--- src/rtl/serial_deserializer.sv ---
// -----------------------------------------------------------------------------
// serial_deserializer
//
// Receive end of the start-strobed, LSB-first serial link. A one-cycle start
// strobe opens a frame. The first data bit arrives on rx in the next cycle, and
// one bit is sampled per clock after that. When the word is complete it is
// committed into a single-entry valid/ready output buffer.
//
// Optional feature (compile-time macro SERIAL_DESER_PARITY_EN):
//   When the macro is defined, one even-parity bit follows the data bits. It is
//   sampled in a PARITY state. parity_err is registered together with the word.
//   When the macro is not defined, the frame holds only the data bits and
//   parity_err is tied low.
//
// Parameters
//   WIDTH      data bits per frame (>= 2)
//   CNT_W      bit-counter width, derived from WIDTH (leave at default)
//
// Ports
//   clk         in   rising-edge clock
//   reset       in   synchronous, active-high reset
//   start       in   frame strobe; first data bit follows next cycle
//   rx          in   serial data, LSB first
//   data_out    out  received word, held while data_valid=1
//   data_valid  out  data_out holds an unconsumed word
//   data_ready  in   consumer accept; transfer on data_valid & data_ready
//   busy        out  frame in progress (state != IDLE)
//   bit_count   out  data bits captured so far in the current frame
//   overrun     out  sticky: a completed frame was dropped (buffer full)
//   parity_err  out  parity mismatch on the word in data_out
//
// Handshake: a word transfers to the consumer on each rising edge where
// data_valid and data_ready are both 1. data_out and parity_err hold steady
// while data_valid=1 and no transfer happens. If data_ready=1 while
// data_valid=0, the input is ignored.
// -----------------------------------------------------------------------------
module serial_deserializer #(
  parameter int WIDTH = 4,
  parameter int CNT_W = $clog2(WIDTH + 1)
) (
  input  logic             clk,
  input  logic             reset,
  input  logic             start,
  input  logic             rx,
  output logic [WIDTH-1:0] data_out,
  output logic             data_valid,
  input  logic             data_ready,
  output logic             busy,
  output logic [CNT_W-1:0] bit_count,
  output logic             overrun,
  output logic             parity_err
);

`ifdef SERIAL_DESER_PARITY_EN
  typedef enum logic [1:0] {
    IDLE   = 2'd0,
    SHIFT  = 2'd1,
    PARITY = 2'd2
  } state_t;
`else
  typedef enum logic [1:0] {
    IDLE  = 2'd0,
    SHIFT = 2'd1
  } state_t;
`endif

  localparam logic [CNT_W-1:0] LAST_BIT = CNT_W'(WIDTH - 1);
  localparam logic [CNT_W-1:0] CNT_ONE  = CNT_W'(1);

  state_t           state;
  logic [WIDTH-1:0] shreg;
  logic [WIDTH-1:0] word;
  logic             last_data;
  logic             commit;
  logic             accept;
  logic             consume;

  // Word as it stands after this edge's sample. rx goes straight into its bit
  // position. That way the commit edge can load the complete word into
  // data_out without waiting for one more cycle.
  always_comb begin
    word = shreg;
    if (state == SHIFT) begin
      for (int i = 0; i < WIDTH; i++) begin
        if (bit_count == CNT_W'(i)) begin
          word[i] = rx;
        end
      end
    end
  end

  assign last_data = (state == SHIFT) && (bit_count == LAST_BIT);

`ifdef SERIAL_DESER_PARITY_EN
  logic perr_q;
  logic parity_calc;

  // Even parity over the data bits and the parity bit that rx carries now.
  assign parity_calc = (^shreg) ^ rx;
  assign commit      = (state == PARITY);
  assign parity_err  = perr_q;
`else
  assign commit      = last_data;
  assign parity_err  = 1'b0;
`endif

  assign consume = data_valid & data_ready;
  // The buffer can take a new word if it is empty or is being emptied on this edge.
  assign accept  = ~data_valid | data_ready;
  assign busy    = (state != IDLE);

  always_ff @(posedge clk) begin
    if (reset) begin
      state      <= IDLE;
      shreg      <= '0;
      bit_count  <= '0;
      data_out   <= '0;
      data_valid <= 1'b0;
      overrun    <= 1'b0;
`ifdef SERIAL_DESER_PARITY_EN
      perr_q     <= 1'b0;
`endif
    end else begin
      // ---------------- frame sequencing ----------------
      case (state)
        IDLE: begin
          // Stay idle. bit_count keeps its last value, so it still reads
          // WIDTH after a completed frame.
        end
        SHIFT: begin
          shreg     <= word;
          bit_count <= bit_count + CNT_ONE;
          if (last_data) begin
`ifdef SERIAL_DESER_PARITY_EN
            state <= PARITY;
`else
            state <= IDLE;
`endif
          end
        end
`ifdef SERIAL_DESER_PARITY_EN
        PARITY: begin
          state <= IDLE;
        end
`endif
        default: begin
          state <= IDLE;
        end
      endcase

      // A start strobe overrides the sequencing above. Before the commit edge
      // it aborts the frame and reloads the counter at bit 0. On the commit
      // edge the frame still commits below, and the next frame starts with no
      // gap.
      if (start) begin
        state     <= SHIFT;
        bit_count <= '0;
        shreg     <= '0;
      end

      // ---------------- output buffer ----------------
      if (commit) begin
        if (accept) begin
          data_out   <= word;
          data_valid <= 1'b1;
`ifdef SERIAL_DESER_PARITY_EN
          perr_q     <= parity_calc;
`endif
        end else begin
          // Buffer full and not draining: drop the word and keep the old one.
          overrun <= 1'b1;
        end
      end else if (consume) begin
        data_valid <= 1'b0;
`ifdef SERIAL_DESER_PARITY_EN
        perr_q     <= 1'b0;
`endif
      end
    end
  end

endmodule

--- config.mk ---
export PLATFORM = sky130hd
export DESIGN_NAME = serial_deserializer
export DESIGN_NICKNAME = d
export VERILOG_FILES = /design/src/rtl/serial_deserializer.sv
export SDC_FILE = /design/constraint.sdc
export NUM_CORES = 1
export LEC_CHECK = 0
export ABC_AREA = 1
export CORE_MARGIN = 2
export CORE_UTILIZATION = 45
export DETAILED_ROUTE_END_ITERATION = 10
export DONT_BUFFER_PORTS = 1
export GPL_TIMING_DRIVEN = 1
export SLEW_MARGIN = 0
export SYNTH_ARGS = -nofsm -noshare
export SYNTH_HDL_FRONTEND = slang
export SYNTH_SLANG_ARGS = --single-unit
--- constraint.sdc ---
create_clock -name clk -period 3.3 [get_ports clk]
set_input_delay 0.66 -clock clk [delete_from_list [all_inputs] [get_ports clk]]
set_output_delay 0.66 -clock clk [all_outputs]
set_load 0.01 [all_outputs]
Yosys cells after proc, flatten, opt, wreduce, memory -nomap -nowiden
Cells that the tools add are included.
Word-level totals
  output and inout bits: 11
  flip-flop bits (word level): 15
Operators by class
  add/sub/neg operators: 1
  bitwise logic cells: 5
  reduce and logical (&&, ||, !) cells: 11
  equal/unequal tests: 8
  multiplexer cells: 11
Operator list (count)
  $reduce_and A2 Y1: 5
  $mux W1: 8
  $eq A3 B2 Y1 const B: 2
  $mux W4: 1
  $ne A2 B2 Y1 const B: 2
  $pmux W2 S2: 1
  $reduce_bool A2 Y1: 2
  $add A3 B1 Y3 const B: 1
  $eq A3 B1 Y1 const B: 1
  $logic_not A3 Y1: 1
  $ne A3 B3 Y1 const B: 1
  $not A1 Y1: 3
  $eq A2 B1 Y1 const B: 1
  $logic_not A2 Y1: 1
  $mux W2: 1
  $ne A2 B1 Y1 const B: 1
  $reduce_or A2 Y1: 1
  $and A1 B1 Y1: 1
  $logic_and A1 B1 Y1: 1
  $or A1 B1 Y1: 1

Longest topological paths before layout
  word-level depth: 5
  gate-level depth with buffers: 8

Worst setup path after synthesis
No wires, ideal clock.
  path kind: register to register
  from: register bit_count[0]
  to: register data_out[0]
  library setup time: 0.070 ns
  buffers on the path: 0
  required time: 3.230 ns
  arrival: 1.134 ns
  cell stages (with the launch flop): 9
  setup slack: 2.096 ns
  cell sequence: dfxtp_1 > ha_1 > ha_1 > nand2_2 > inv_2 > nand2_4 > nand2_1 > nand2_1 > a21oi_1
Between the ends
  word-level cells in the longest chain between the ends: 3
  elaborated cells on any way between the ends: 6
  classes of those cells: 1 x eq/ne; 2 x mux; 3 x reduce/logical
RTL lines
  start: declaration: RTL line 49  | output logic [CNT_W-1:0] bit_count,
  start signal: assignment: RTL line 132  | bit_count <= bit_count + CNT_ONE;
  $logic_not A3 Y1 or $eq A3 B2 Y1 (tied branches): RTL line 85, 92
  $mux W1 or $logic_and A1 B1 Y1 (tied branches): RTL line 85, 92
  $mux W4 or $reduce_and A2 Y1 (tied branches)
  end signal: assignment: RTL line 164  | data_out <= word;
  end: declaration: RTL line 45  | output logic [WIDTH-1:0] data_out,
Parallel ways exist; a longest one is shown, timed or not.
A chain may end at the register's enable or synchronous reset.

Final worst setup path
  from: register state[0]
  to: output busy
Between the ends
  word-level cells in the longest chain between the ends: 1
RTL lines
  start: declaration: RTL line 70  | state_t state;
  start signal: assignment: RTL line 114  | state <= IDLE;
  start signal: assignment: RTL line 137  | state <= IDLE;
  start signal: assignment: RTL line 147  | state <= IDLE;
  $reduce_bool A2 Y1: RTL line 110  | assign busy = (state != IDLE);
  end: declaration: RTL line 48  | output logic busy,
Every way passes these cells.

==> impl_metrics.tcl <==
set metrics [dict create \
    antenna_found_initial 0 \
    ant_nets 0 \
    hold_violations 0 \
    endpoint "busy" \
    cts.sink_count 13 \
    antenna_cells 0 \
    path_depth 0 \
    r2r_cells 6 \
    place_area_um2 616.8 \
    critPathKind "register to primary output" \
    start_kind "register" \
    place_ws_ns 1.936 \
    cts_made_buffers 3 \
    dr.pass1.iters 4 \
    fin_crit_sh 0.4929 \
    dp_hpwl_um 801.3 \
    overflow 0 \
    routabilityCongestion 0.7346 \
    rows 13 \
    wl_um 1043 \
    min-delay-path-class "primary input to register" \
    clock_skew_ns 0.001896 \
    initial_core_util 0.4800 \
    clkLatencyLatePin_ns 0.28 \
    drc_errors 0 \
    cp-startpoint "state[0]" \
    timing.max_cap.violations 0 \
    worstPathRequired_ns 2.64 \
    synthCells 81 \
    synth-seq-area-share 0.4219 \
    p_leak_uw 0.0002923 \
    wl_per_cell_um 10.64 \
    fmax_mhz 614.7 \
    die_w_um 41.03 \
    status "finished clean" \
    clockRootBuffer "clkbuf_4" \
    rsz0062_at_grt "false" \
    power_uw 280.1 \
    synthesis.nets 91 \
    stdcell_area_um2 643.1 \
    synthToLayoutAreaGrowth_pct 4.260 \
    cts_buffer_depth 2 \
    vias_per_cell 5.000 \
    yosys_warnings 0 \
    nFillCells 137 \
    power_density_mw_per_mm2 435.6 \
    slew_violations 0 \
    syn_area_um2 616.8 \
    setup_violations 0 \
    nets 94 \
    r2r_start "bit_count[0]" \
    rrSetupSlack_ns 1.95 \
    core_area_mm2 0.001285 \
    crit_fanout 14 \
    grt_pass1_wl_um 1676 \
    cts_resized 0 \
    drive_gt1_frac 0.09639 \
    die-area_mm2 0.001683 \
    final.setup.tns_ns 0 \
    cts.clk_slew.worst_paths_ns 0.08 \
    io_pins 16 \
    regArea_um2 260.3 \
    fin_crit_ns 1.627 \
    worst_ep_arrival_time_ns 0.97 \
    irDropWorstVdd_v 0.0002779 \
    ctsHtreeMaxLevel 1 \
    grt_max_degree 15 \
    drt_iter0_drc 5 \
    worst_slack_ns 1.673 \
    multi_input_area_um2 281.5 \
    vias 490 \
    ys_types 18 \
    worst_pin_slew_ns 0.5697 \
    avgSynthCellArea_um2 7.615 \
    ctsHoldBuffers 0 \
    io_buffers 0 \
    cts_tree "done" \
    r2r-end "data_out[3]" \
    synth-seq-cells 13 \
    postCtsSetupBuffers 0 \
    die_y_um 41.03 \
    grt_usage 0.1607 \
    end_kind "primary output" \
    grt_pass1_vias 422 \
    relSlewSlack 0.6197 \
]
-- routing by layer --
metal	part of all wire	up-vias	GRT usage
li1	-	253	-
met1	0.45	217	0.1830
met2	0.45	15	0.2539
met3	0.071	5	0.05435
met4	0.029	0	0.1000
met5	0	-	0
-- per-stage QoR --
step / cells / hold WS (ns) / utilization
CTS: 98 / 0.4392 / 0.5005
global route: 98 / 0.4294 / 0.5005
global placement: 94 / 0.5244 / 0.4800
detailed placement: 94 / 0.5334 / 0.4800
floorplan: 81 / 0.5024 / -
finish: 98 / 0.4397 / 0.5005
-- area by class of cell --
cell class / instances / share of cell area
flip-flops and latches: 13 / 0.4047
clock buffers: 4 / 0.04086
inverters: 15 / 0.08755
well taps: 15 / 0.02918
multi-input cells: 51 / 0.4377
-- cell usage in the layout (no fill, tap or decap), drive strengths merged --
cell type,instances
ha,5
o21ai,2
conb,1
nand3,3
nand4,3
clkbuf,4
xnor2,1
dfxtp,13
inv,15
nand2,15
nor2,13
a21oi,8
-- registers in the layout, indices dropped and copies added (netlist names) --
name	flops
data_valid	1
overrun	1
shreg	3
bit_count	3
state	1
data_out	4
-- power by group --
part | internal [uW] | total, uW | switching, uW
logic | 5.55 | 14.5 | 8.91
registers | 159 | 166 | 6.15
clock network | 46.9 | 100 | 53.1
-- how the worst min path moves through the flow --
| stage | from | end | slack (ns) | cells after the start |
|---|---|---|---|---|
| global route | reset | state[0] | 0.43 | 1 |
| global placement | overrun | overrun | 0.52 | 2 |
| detailed placement | shreg[1] | shreg[1] | 0.53 | 4 |
| finish | reset | data_valid | 0.44 | 1 |
| CTS | reset | data_valid | 0.44 | 1 |
| floorplan | overrun | overrun | 0.50 | 2 |
-- Yosys cell counts (all sizes together) --
cell,number,area share
o21ai,2,0.016
buf,2,0.030
inv,15,0.091
xnor2,1,0.014
nand4,3,0.030
a21oi,8,0.065
nand2,15,0.11
ha,5,0.10
nand3,3,0.032
dfxtp,13,0.42
conb,1,0.0061
nor2,13,0.083
-- cell families after synthesis --
logic type | count (synthesis) | synth area share
flops | 13 | 0.4219
other cells | 1 | 0.006079
simple gates | 34 | 0.2536
xor+xnor | 1 | 0.01420
buf+inv | 17 | 0.1217
compound gates | 10 | 0.08114
fa+ha+maj | 5 | 0.1014
(Power assumes the default switching activity.)
